File: src/rtl/alu_result_tx_serializer.sv
// Captures WIDTH-bit results and streams them LSB byte first to a UART TX (optional ALU_TX_DROPCNT_EN adds drop_cnt).
// Latency: res_valid at edge N -> tx_valid after edge N+1 when TX is idle; one result held plus one in flight.
// Backpressure: tx_busy stalls each byte; a result arriving while the holding register is full is dropped.
module alu_result_tx_serializer #(
  parameter int WIDTH = 16
) (
  input  logic             clk,
  input  logic             rst,
  input  logic [WIDTH-1:0] res_in,
  input  logic             res_valid,
  input  logic             tx_busy,
  output logic [7:0]       tx_data,
  output logic             tx_valid,
  output logic             pending
`ifdef ALU_TX_DROPCNT_EN
  ,
  output logic [7:0]       drop_cnt
`endif
);

  localparam int NBYTES = WIDTH / 8;
  localparam int CW     = (NBYTES > 1) ? $clog2(NBYTES) : 1;

  typedef enum logic [1:0] {IDLE, WAIT_ACK, WAIT_DONE} state_t;

  state_t           state, state_nxt;
  logic [WIDTH-1:0] hold;
  logic             hv;
  logic [WIDTH-1:0] sr;
  logic [WIDTH-1:0] sr_shift;
  logic [CW-1:0]    cnt;
  logic             load;
  logic             next_byte;

  assign sr_shift = sr >> 8;
  assign pending  = hv | (state != IDLE);

  always_comb begin
    state_nxt = state;
    load      = 1'b0;
    next_byte = 1'b0;
    case (state)
      IDLE: begin
        if (hv && !tx_busy) begin
          load      = 1'b1;
          state_nxt = WAIT_ACK;
        end
      end
      WAIT_ACK: state_nxt = WAIT_DONE;
      WAIT_DONE: begin
        if (!tx_busy) begin
          if (cnt != '0) begin
            next_byte = 1'b1;
            state_nxt = WAIT_ACK;
          end else begin
            state_nxt = IDLE;
          end
        end
      end
      default: state_nxt = IDLE;
    endcase
  end

  always_ff @(posedge clk or negedge rst) begin
    if (!rst) begin
      state <= IDLE;
    end else begin
      state <= state_nxt;
    end
  end

  // A load frees the holding register on the same edge, so a new word may refill it.
  always_ff @(posedge clk or negedge rst) begin
    if (!rst) begin
      hold <= '0;
      hv   <= 1'b0;
    end else if (res_valid && (!hv || load)) begin
      hold <= res_in;
      hv   <= 1'b1;
    end else if (load) begin
      hv   <= 1'b0;
    end
  end

  always_ff @(posedge clk or negedge rst) begin
    if (!rst) begin
      sr       <= '0;
      cnt      <= '0;
      tx_data  <= 8'h00;
      tx_valid <= 1'b0;
    end else begin
      tx_valid <= load | next_byte;
      if (load) begin
        sr      <= hold;
        cnt     <= CW'(NBYTES - 1);
        tx_data <= hold[7:0];
      end else if (next_byte) begin
        sr      <= sr_shift;
        cnt     <= cnt - CW'(1);
        tx_data <= sr_shift[7:0];
      end
    end
  end

`ifdef ALU_TX_DROPCNT_EN
  logic drop;
  assign drop = res_valid && hv && !load;

  always_ff @(posedge clk or negedge rst) begin
    if (!rst) begin
      drop_cnt <= 8'h00;
    end else if (drop && (drop_cnt != 8'hFF)) begin
      drop_cnt <= drop_cnt + 8'd1;
    end
  end
`endif

endmodule

File: config.mk
export PLATFORM = sky130hd
export DESIGN_NAME = alu_result_tx_serializer
export DESIGN_NICKNAME = d
export VERILOG_FILES = /design/src/rtl/alu_result_tx_serializer.sv
export SDC_FILE = /design/constraint.sdc
export NUM_CORES = 1
export LEC_CHECK = 0
export CAP_MARGIN = 20
export CELL_PAD_IN_SITES_DETAIL_PLACEMENT = 1
export CELL_PAD_IN_SITES_GLOBAL_PLACEMENT = 1
export CORE_MARGIN = 8
export CORE_UTILIZATION = 43
export DETAILED_ROUTE_END_ITERATION = 10
export PLACE_DENSITY_LB_ADDON = 0.1
export SYNTH_ARGS = -nofsm -noshare
export SYNTH_HDL_FRONTEND = slang
export SYNTH_SLANG_ARGS = --single-unit
File: constraint.sdc
create_clock -name clk -period 2.3 [get_ports clk]
set_input_delay 0.46 -clock clk [delete_from_list [all_inputs] [get_ports clk]]
set_output_delay 0.46 -clock clk [all_outputs]
set_load 0.01 [all_outputs]
# [After elaboration in Yosys (flattened, before gate mapping)]
# Index checks and enable logic that the tools add are counted.
[word_totals] regBits=45 latchBits=0 ram_bits=0 romBits=0 input_bits=20 output_inout_bits=10 elab_cells=41 mem_count=0
[op_classes] n_addsub=1 multipliers=0 div_mod_pow=0 order_cmp=0 n_eq_ne=4 shifts=0 n_mux=17 bitwise=2 n_reduce_logical=10
[ops] cell="$mux 16" n=2
[ops] cell="$mux 8" n=2
[ops] cell="$mux 1" n=10
[ops] cell="$pmux 2 s3" n=1
[ops] cell="$reduce_bool 2->1" n=3
[ops] cell="$mux 2" n=2
[ops] cell="$ne 2x2->1 const B" n=2
[ops] cell="$eq 2x1->1 const B" n=1
[ops] cell="$eq 2x2->1 const B" n=1
[ops] cell="$logic_and 1x1->1" n=2
[ops] cell="$logic_not 1->1" n=2
[ops] cell="$logic_not 2->1" n=1
[ops] cell="$or 1x1->1" n=2
[ops] cell="$reduce_and 2->1" n=1
[ops] cell="$logic_or 1x1->1" n=1
[ops] cell="$sub 1x1->1 const B" n=1

# [Logic depth before layout (Yosys ltp)]
# Gate-level depths: netlist of run 1.
[depth] word_depth=7 ltp_mapped=5 depth_no_buf=3

# [Worst setup path before layout of run 1]
# OpenSTA, ideal clock, no wires.
[synth_timing] path_type="register -> register" startpoint="register state[1]" endpoint="register hold[0]" setup_ns=0.125 arrival_time_ns=1.299 required_ns=2.175 setup_slack_ns=0.876 stages_incl_launch_ff=5 n_path_buf=1 synth_period_minus_slack_ns=1.424 path_cell_list="dfrtp_1 -> o31ai_4 -> nand2_2 -> buf_6 -> mux2_4"
[synth_via] elab_chain_len=4
[synth_rtl] item="from (decl)" line="26" text="state_t state, state_nxt;"
[synth_rtl] item="from (signal assigned)" line="68" text="state <= state_nxt;"
[synth_rtl] item="$logic_not 2->1" line="42" text="case (state)"
[synth_rtl] item="$mux 1" line="42"
[synth_rtl] item="$logic_or 1x1->1" line="77" text="end else if (res_valid && (!hv || load)) begin"
[synth_rtl] item="$logic_and 1x1->1" line="77"
[synth_rtl] item="to (signal assigned)" line="78" text="hold <= res_in;"
[synth_rtl] item="to (decl)" line="27" text="logic [WIDTH-1:0] hold;"
# No other way between the ends.
# A chain may end at the register's enable or synchronous reset.

# [Final worst setup path of run 1]
[layout_timing] startpoint="register state[1]" endpoint="output port pending"
[layout_via] elab_chain_len=2
[layout_rtl] item="$reduce_bool 2->1" line="36" text="assign pending = hv | (state != IDLE);"
[layout_rtl] item="$or 1x1->1" line="36"
[layout_rtl] item="to (decl)" line="14" text="output logic pending"
# No other way between the ends.

==> results.md, run 1 <==
* CTS Sinks at 37
* Cell area after synthesis at 0.00159 mm2
* Pre-CTS setup slack at 0.314 ns
* Crit end category: primary output
* Fin. max-slew vios at 0
* GRT Util Overall at 10.7%
* FF+latch count, synth at 37
* Residual DRC count at 0
* Int Pwr at 1.72 mW
* Post-detail-place hpwl at 2010 um
* Fmax at 0.475 GHz
* Largest net degree at the start of global routing at 38
* Die height at 76.8 um
* Net Count, Synth at 149
* # port buffers at 29
* CTS max path bufs at 2
* Critical path fanouts, max at 6
* Vias post-DR at 998
* Minimum clock period at 2.10 ns
* DRT Pass-1 Iters at 4
* Layout cells sized above 1 at 18.8%
* Critical path's largest stage delay at 0.48 ns
* Pin slew with the least headroom to its limit at 0.791 ns
* Vias in the first global route at 1040
* Clk slew on worst S/H paths at 0.07 ns
* CTS root buffer: clkbuf_8
* PD cells at 1260 mW/mm2
* Cell family with most CP delay: buffers and inverters
* Final setup viols at 0
* Kind of critical path: register to primary output
* Combinational fraction of design power at 35.5%
* Synth-to-Final Area Change at 23.8%
* Sw Share at 30.6%
* Worst-Skew Late Latency at 0.28 ns
* PostCTS Resize Cnt at 0
* Clock Power Share at 18.0%
* Max-Slew Margin vs Limit at 47.3%
* Register area share after synthesis at 58.2%
* Routed wire per std cell at 14.5 um
* Max Cap Violations at 0
* Crit path buffers/inverters at 1
* DRT antenna net count at 0
* CP max-delay cell: clkdlybuf4s50_1
* Fin. Hold Viols at 0
* Antenna diode count at 0
* Setup TNS at 0 ns
* CP Cell Sequence: or3_1 -> clkdlybuf4s50_1
* Die Wd at 76.8 um
* Die area at 0.00590 mm2
* Final Net Count at 174
* Commonest non-fill, non-tap cell in the layout: dfrtp_1
* Final Cell Area at 0.00197 mm2
* Yosys cell types at 19
* Clock skew at 0.00620 ns
* Req. time, crit path at 1.84 ns
* Setup Buffers After CTS at 0
* Core area at 0.00361 mm2
* Non-Filler Instances at 202
* TritonCTS buffer count at 5
* Io pins at 30
* Vias/cell at 4.94
* 1st-iter DRT viols at 35
* Lkg Pwr at 0.925 nW
* VDD IR max at 0.524 mV
* Register share of total power at 46.6%
* Ys Warns at 0
* Total grt overflow at 0
* Placed Area at 0.00188 mm2
* First-pass GRT wire length at 5010 um
* Avg Synthesized Cell Area at 12.3 um2
* CP Launch Type: register
* Hold Path Class: primary input to asynchronous set/reset pin
* Synth Instances at 129
* Endpoint arrival time on the critical path at 1.64 ns
* Period utilisation layout at 91.5%
* Most frequent cells in the layout: dfrtp_1 (37), nand2_1 (28), clkdlybuf4s50_1 (28), o21ai_0 (15), mux2_4 (10)
* CTS tree: built
* PnR worst setup slack at 0.196 ns
* Status: finished, final reports clean
* Initial Util at 44.1%
* H-Tree Level Count at 2
* Placed insts at 195
* Num rows at 22
* Initial antenna violation count at 0
* Gpl congestion at 0.708
* Finished Core Util at 54.6%
* # hold bufs at CTS at 0
* Unrepaired setup endpoints after global routing: false
* Sw Pwr at 0.757 mW
* Post-Route WL at 2920 um
state kept, by name, indices dropped and copies added (netlist names):
signal,flops
hold,16
sr,9
tx_data,7
state,2
cnt,1
hv,1
tx_valid,1
metrics by stage:
step / power (mW) / hold slack, ns
2_1_floorplan: 1.78 / 0.164
3_3_place_gp: 2.01 / 0.457
3_5_place_dp: 2.05 / 0.470
4_1_cts: 2.52 / 0.280
5_1_grt: 2.65 / 0.328
6_report: 2.47 / 0.254
routing by layer:
metal	share of wire (%)	GRT usage [%]	vias up
li1	-	-	474
met1	45	12.3	495
met2	47	16.6	23
met3	6.3	5.24	6
met4	1.7	4.62	0
met5	0	0	-
worst register-to-register path: stages (launching register included):
cell	delay, ns
dfrtp_1	0.47
o31ai_4	0.30
nand2_2	0.10
buf_12	0.16
mux2_4	0.31
cell type report:
cell class	count	area, um2
clock buffers	7	86.3
multi-input cells	76	568
repair buffers	32	320
well taps	48	60.1
fillers	376	1640
flip-flops and latches	37	926
inverters	2	7.51
cells in the mapped netlist, drive strengths merged:
cell type,n,share of area (%)
clkbuf,1,0.24
nand3,1,0.31
inv,2,0.47
buf,13,5.9
nand4bb,1,0.71
or3,1,0.39
nor4b,1,0.94
mux2,16,14
nand2,29,7.0
nand2b,1,0.39
o31ai,1,1.3
dfrtp,37,58
o21ai,17,5.4
mux2i,8,5.0
final timing paths:
path                       cells past startpoint      end     start  slack, ns
max                                            2  pending  state[1]       0.20
min                                            1       hv       rst       0.25
max reg2reg                                    4  hold[4]  state[1]       0.84
min reg2reg                                    2   sr[14]  hold[14]       0.48
max in group asynchronous                      1  hold[8]       rst       1.54
min in group clk                               2   sr[14]  hold[14]       0.48
power groups by stage:
stage / clock, mW / combinational (mW) / sequential, mW
2_1_floorplan: 0 / 0.670 / 1.11
3_3_place_gp: 0 / 0.862 / 1.15
3_5_place_dp: 0 / 0.888 / 1.17
4_1_cts: 0.461 / 0.898 / 1.16
5_1_grt: 0.487 / 0.971 / 1.19
6_report: 0.445 / 0.877 / 1.15
kinds of logic after synthesis:
family,synth area share (%)
compound gates,6.69
flops,58.2
buf+inv,6.61
mux,18.7
simple gates,9.76
No activity file was read; power rests on OpenSTA's default activity.
==> inputs of run 2 (changes only) <==
--- a/config.mk
+++ b/config.mk
@@ -12,6 +12,8 @@
 export CORE_UTILIZATION = 43
 export DETAILED_ROUTE_END_ITERATION = 10
 export PLACE_DENSITY_LB_ADDON = 0.1
+export RECOVER_POWER = 25
+export SKIP_LAST_GASP = 1
 export SYNTH_ARGS = -nofsm -noshare
 export SYNTH_HDL_FRONTEND = slang
 export SYNTH_SLANG_ARGS = --single-unit
==> run 2 against run 1 <==
Sequential power barely moved. Die area did not move. Utilization did not move. Combinational power barely moved. Non-clock buffer count did not move. Critical path depth did not move. Worst setup slack got worse by 0.0011 ns. Highest routed layer unchanged. Power barely moved. Sequential share of layout area did not move. Hold slack improved by 0.031 ns. Sequential cell count did not move. Largest power group unchanged. First-iteration DRC count did not move.
==> results.md, run 2 (synthesized netlist as in run 1, its figures left out) <==
* Num rows at 22 (unchanged)
* Core area at 0.00361 mm2 (unchanged)
* Fmax at 0.475 GHz (about the same)
* H-Tree Level Count at 2 (unchanged)
* Vias post-DR at 998 (unchanged)
* Layout cells sized above 1 at 18.8% (unchanged)
* Pre-CTS setup slack at 0.314 ns (unchanged)
* DRT antenna net count at 0 (unchanged)
* Final Cell Area at 0.00197 mm2 (unchanged)
* VDD IR max at 0.524 mV (about the same)
* Lkg Pwr at 0.925 nW (about the same)
* Max Cap Violations at 0 (unchanged)
* Storage cell area at 926 um2 (unchanged)
* Max reg flops at 16 (unchanged)
* Post-detail-place hpwl at 2010 um (unchanged)
* Initial antenna violation count at 0 (unchanged)
* Largest net degree at the start of global routing at 38 (unchanged)
* Antenna diode count at 0 (unchanged)
* Biggest register: hold
* Fillers at 376 (unchanged)
* Worst setup path startpoint: state[1]
* Non-Filler Instances at 202 (unchanged)
* Total grt overflow at 0 (unchanged)
* Minimum clock period at 2.10 ns (+0.00105 ns)
* Pin slew with the least headroom to its limit at 0.886 ns (+0.0946 ns)
* Gpl congestion at 0.708 (unchanged)
* Critical path endpoint: pending
* Fin. Hold Viols at 0 (unchanged)
* Placed insts at 195 (unchanged)
* Crit end category: primary output
* Die area at 0.00590 mm2 (unchanged)
* Initial Util at 44.1% (unchanged)
* 1st-iter DRT viols at 35 (unchanged)
* Multi-input logic area at 568 um2 (unchanged)
* Die Wd at 76.8 um (unchanged)
* CP Launch Type: register
* Final Net Count at 174 (unchanged)
* Io pins at 30 (unchanged)
* Worst-Skew Late Latency at 0.28 ns (about the same)
* Kind of critical path: register to primary output
* Req. time, crit path at 1.84 ns (about the same)
* Placed Area at 0.00188 mm2 (unchanged)
* Synth-to-Final Area Change at 23.8% (unchanged)
* First-pass GRT wire length at 5010 um (unchanged)
* FF-to-FF setup slack at 0.84 ns (about the same)
* TritonCTS buffer count at 5 (unchanged)
* Endpoint arrival time on the critical path at 1.64 ns (about the same)
* Residual DRC count at 0 (unchanged)
* Most frequent cells in the layout: dfrtp_1 (37), nand2_1 (28), clkdlybuf4s50_1 (28), o21ai_0 (15), mux2_4 (10)
* Status: finished, final reports clean
* Final setup viols at 0 (unchanged)
* CTS Sinks at 37 (unchanged)
* CTS max path bufs at 2 (unchanged)
* Unrepaired setup endpoints after global routing: false
* PnR worst setup slack at 0.195 ns (-0.00105 ns)
* R2R Path Start: state[1]
* # port buffers at 29 (unchanged)
* PostCTS Resize Cnt at 0 (unchanged)
* Die height at 76.8 um (unchanged)
* # hold bufs at CTS at 0 (unchanged)
* Post-Route WL at 2920 um (unchanged)
* Critical path fanouts, max at 6 (unchanged)
* PD cells at 1260 mW/mm2 (about the same)
* Routed wire per std cell at 14.5 um (unchanged)
* CTS tree: built
* Commonest non-fill, non-tap cell in the layout: dfrtp_1
* Setup Buffers After CTS at 0 (unchanged)
* Clk slew on worst S/H paths at 0.07 ns (about the same)
* Crit Reg-Reg Endpoint: hold[4]
* Vias in the first global route at 1040 (unchanged)
* Vias/cell at 4.94 (unchanged)
* Worst hold margin at 0.285 ns (+0.0306 ns)
* Clock skew at 0.00620 ns (unchanged)
* Max-Slew Margin vs Limit at 41.0% (-6.3 points)
* Hold Path Class: primary input to asynchronous set/reset pin
* R2R depth at 4 (unchanged)
* Period utilisation layout at 91.5% (about the same)
* CTS root buffer: clkbuf_8
* Setup TNS at 0 ns (unchanged)
* DRT Pass-1 Iters at 4 (unchanged)
* GRT Util Overall at 10.7% (unchanged)
* Fin. max-slew vios at 0 (unchanged)
* Largest registers: hold x16, sr x9, tx_data x7
run 2: cell count changes in the layout (fill, tap and decap cells not counted), sizes merged:
cell,delta
clkbuf,+1
buf,-1
run 2: report_power, final:
| part | switching (mW) | internal, mW | total (mW) |
|---|---|---|---|
| sequential | 0.190 | 0.961 | 1.15 |
| combinational | 0.360 | 0.517 | 0.877 |
| clock | 0.207 | 0.237 | 0.445 |
| total | 0.757 | 1.72 | 2.47 |
run 2: worst min path at each step:
stage | startpoint | end | slack, ns | depth (start not counted)
3_3_place_gp | hold[9] | sr[9] | 0.46 | 2
3_5_place_dp | hold[11] | sr[11] | 0.47 | 2
6_report | rst | hv | 0.28 | 1
5_1_grt | rst | hold[3] | 0.37 | 1
4_1_cts | rst | hv | 0.28 | 1
2_1_floorplan | rst | cnt | 0.16 | 0
run 2: cell type report:
type                       count  share of cell area [%]
sequential                    37                    47.0
multi-input combinational     76                    28.9
timing repair buffer          32                    16.3
clock buffer                   7                    4.39
tap                           48                    3.05
inverter                       2                   0.381
run 2: per-layer routing:
metal	part of all wire [%]	track usage, %	vias to the layer above
met5	0	0	-
met4	1.7	4.62	0
met3	6.4	5.24	6
met2	47	16.6	23
met1	45	12.3	495
li1	-	-	474
run 2: per-stage QoR:
step	util, %	power [mW]
6_report	54.6	2.47
5_1_grt	54.6	2.65
4_1_cts	54.6	2.52
3_5_place_dp	52.2	2.05
3_3_place_gp	52.2	2.01
2_1_floorplan	-	1.78
run 2: worst max-delay path: stages, from the launching register on:
cell and delay, ns:
dfrtp_1 0.47, or3_1 0.40, clkdlybuf4s50_1 0.48
==> inputs of run 3 (changes only) <==
--- a/config.mk
+++ b/config.mk
@@ -9,7 +9,7 @@
 export CELL_PAD_IN_SITES_DETAIL_PLACEMENT = 1
 export CELL_PAD_IN_SITES_GLOBAL_PLACEMENT = 1
 export CORE_MARGIN = 8
-export CORE_UTILIZATION = 43
+export CORE_UTILIZATION = 36
 export DETAILED_ROUTE_END_ITERATION = 10
 export PLACE_DENSITY_LB_ADDON = 0.1
 export RECOVER_POWER = 25
==> constraint.sdc (replaced) <==
create_clock -name clk -period 1.7 [get_ports clk]
set_input_delay 0.34 -clock clk [delete_from_list [all_inputs] [get_ports clk]]
set_output_delay 0.34 -clock clk [all_outputs]
set_load 0.01 [all_outputs]
==> run 3 against run 2 <==
Utilization shrank 7.6 points. Worst setup slack lost 0.048 ns. Via count grew 1.4%. Sequential power grew 33%. Die area grew 15%. Clock skew shrank 0.0039 ns. Critical path depth is the same. Clock power grew 29%. Combinational power grew 49%. Largest cell class unchanged. Largest power group unchanged.
==> results.md, run 3 (synthesized netlist as in run 1, its figures left out) <==
* Routed wire per std cell at 15.7 um (+8.7%)
* Most frequent cells in the layout: dfrtp_1 (37), nand2_1 (28), clkdlybuf4s50_1 (27), o21ai_0 (15), mux2_4 (10)
* Commonest non-fill, non-tap cell in the layout: dfrtp_1
* Fin. max-slew vios at 0 (unchanged)
* Fillers at 468 (+24%)
* Endpoint arrival time on the critical path at 1.21 ns (-0.43 ns)
* Final Net Count at 178 (+2.3%)
* CP Cell Sequence: or3_1 -> clkbuf_2
* Num rows at 24 (+9.1%)
* Initial Util at 37.0% (-7.1 points)
* Grt met1 use at 14.0% (+1.7 points)
* Gr busiest metal: met2
* Pwr Total at 3.42 mW (+38%)
* Layout cells sized above 1 at 21.4% (+2.6 points)
* # port buffers at 29 (unchanged)
* Finished Core Util at 46.9% (-7.6 points)
* CTS Sinks at 37 (unchanged)
* DRT antenna net count at 0 (unchanged)
* Vias in the first global route at 1130 (+8.7%)
* Synth-to-Final Area Change at 26.8%
* Pre-CTS setup slack at -0.0763 ns (-0.390 ns)
* DRT Pass-1 Iters at 4 (unchanged)
* Minimum clock period at 1.55 ns
* GR Layer Usage met2 at 18.2% (+1.7 points)
* TritonCTS buffer count at 5 (unchanged)
* CP Launch Type: register
* Lkg Pwr at 0.951 nW (+2.8%)
* Pin slew with the least headroom to its limit at 1.02 ns (+0.135 ns)
* Critical path fanouts, max at 2 (-4)
* Unrepaired setup endpoints after global routing: false
* Post-detail-place hpwl at 2360 um (+18%)
* Hold Path Class: primary input to asynchronous set/reset pin
* Fmax at 0.644 GHz
* Max reg flops at 16 (unchanged)
* Final setup viols at 0 (unchanged)
* Residual DRC count at 0 (unchanged)
* Period utilisation layout at 91.3%
* Antenna diode count at 0 (unchanged)
* Core area at 0.00429 mm2 (+19%)
* CP max-delay cell: dfrtp_1
* Post-Route WL at 3320 um (+14%)
* Largest net degree at the start of global routing at 34 (-11%)
* Initial antenna violation count at 0 (unchanged)
* Die Wd at 82.5 um (+7.4%)
* Vias post-DR at 1012 (+1.4%)
* Vias/cell at 4.80 (-2.9%)
* CTS tree: built
* Critical path's largest stage delay at 0.40 ns (-0.08 ns)
* GRT Util Overall at 11.4% (+0.65 points)
* PD cells at 1690 mW/mm2 (+35%)
* Gpl congestion at 0.743 (+4.9%)
* VDD IR max at 0.699 mV (+33%)
* 1st-iter DRT viols at 26 (-26%)
* Req. time, crit path at 1.36 ns (-0.48 ns)
* Fin. Hold Viols at 0 (unchanged)
* Status: finished, final reports clean
* Met3 GRT Util at 3.57% (-1.7 points)
* H-Tree Level Count at 2 (unchanged)
* Worst-Skew Late Latency at 0.28 ns (about the same)
* Total grt overflow at 0 (unchanged)
* Clock skew at 0.00229 ns (-0.00390 ns)
* Kind of critical path: register to primary output
* PnR worst setup slack at 0.147 ns (-0.0479 ns)
* Clk slew on worst S/H paths at 0.07 ns (about the same)
* Die area at 0.00680 mm2 (+15%)
* Largest registers: hold x16, sr x9, tx_data x7
* CTS max path bufs at 2 (unchanged)
* Max-Slew Margin vs Limit at 31.9% (-9.0 points)
* CTS root buffer: clkbuf_8
* Crit end category: primary output
* Die height at 82.5 um (+7.4%)
* Biggest register: hold
* Max Cap Violations at 0 (unchanged)
* First-pass GRT wire length at 5800 um (+16%)
* Io pins at 30 (unchanged)
-- run 3: cell types whose count changed in the layout (fill, tap and decap cells not counted), sizes merged --
cell,previous run,this run
buf,3,6
clkbuf,8,9
clkdlybuf4s50,28,27
clkinv,0,2
-- run 3: repair_timing --
action | 4_1_cts | 5_1_grt
setup buffers | 0 | 0
hold endpoints to repair | 0 | 0
gates resized for setup | 2 | 1
endpoints found under the setup margin | 1 | 1
gates cloned | 0 | 0
hold buffers | 0 | 0
-- run 3: final cells by class --
| cell class | instances | area, um2 | share of cell area [%] |
|---|---|---|---|
| flip-flops and latches | 37 | 926 | 45.9 |
| clock inverters | 2 | 10.0 | 0.497 |
| well taps | 52 | 65.1 | 3.23 |
| inverters | 2 | 7.51 | 0.372 |
| repair buffers | 36 | 367 | 18.2 |
| clock buffers | 6 | 72.6 | 3.60 |
| multi-input cells | 76 | 568 | 28.2 |
-- run 3: power breakdown --
group	switching, mW	internal, mW	total, mW	leakage, nW
Clock	0.290	0.284	0.573	0.0450
Combinational	0.557	0.757	1.31	0.459
Sequential	0.227	1.30	1.53	0.447
-- run 3: metrics by stage --
| stage | hold slack [ns] | cells | cell area (um2) | setup TNS [ns] |
|---|---|---|---|---|
| after CTS | 0.00518 | 211 | 2040 | 0 |
| after detailed placement | 0.314 | 203 | 1950 | -1.66 |
| after global placement | 0.319 | 203 | 1950 | -0.419 |
| final | 0.206 | 211 | 2020 | 0 |
| after floorplan | 0.0444 | 129 | 1590 | 0 |
| after global routing | 0.296 | 211 | 2020 | 0 |
-- run 3: critical path, delay by kind of cell, from the launching register on --
kind,cells,cell delay [ns]
and+or+nand+nor,1,0.40
DFF,1,0.40
buffers and inverters,1,0.14
-- run 3: metal layers --
layer | wire, um | vias up
met4 | 37 | 0
met3 | 159 | 5
met1 | 1460 | 501
met5 | 0 | -
li1 | - | 483
met2 | 1660 | 23
-- run 3: path summary, 6_finish.rpt --
check	start	to	slack [ns]	depth (start not counted)
setup / recovery	state[1]	pending	0.15	2
hold / removal	rst	tx_valid	0.21	1
setup reg to reg	state[1]	hold[1]	0.18	5
hold reg to reg	hold[10]	sr[10]	0.49	2
max in group asynchronous	rst	hold[10]	0.45	2
min in group clk	hold[10]	sr[10]	0.49	2
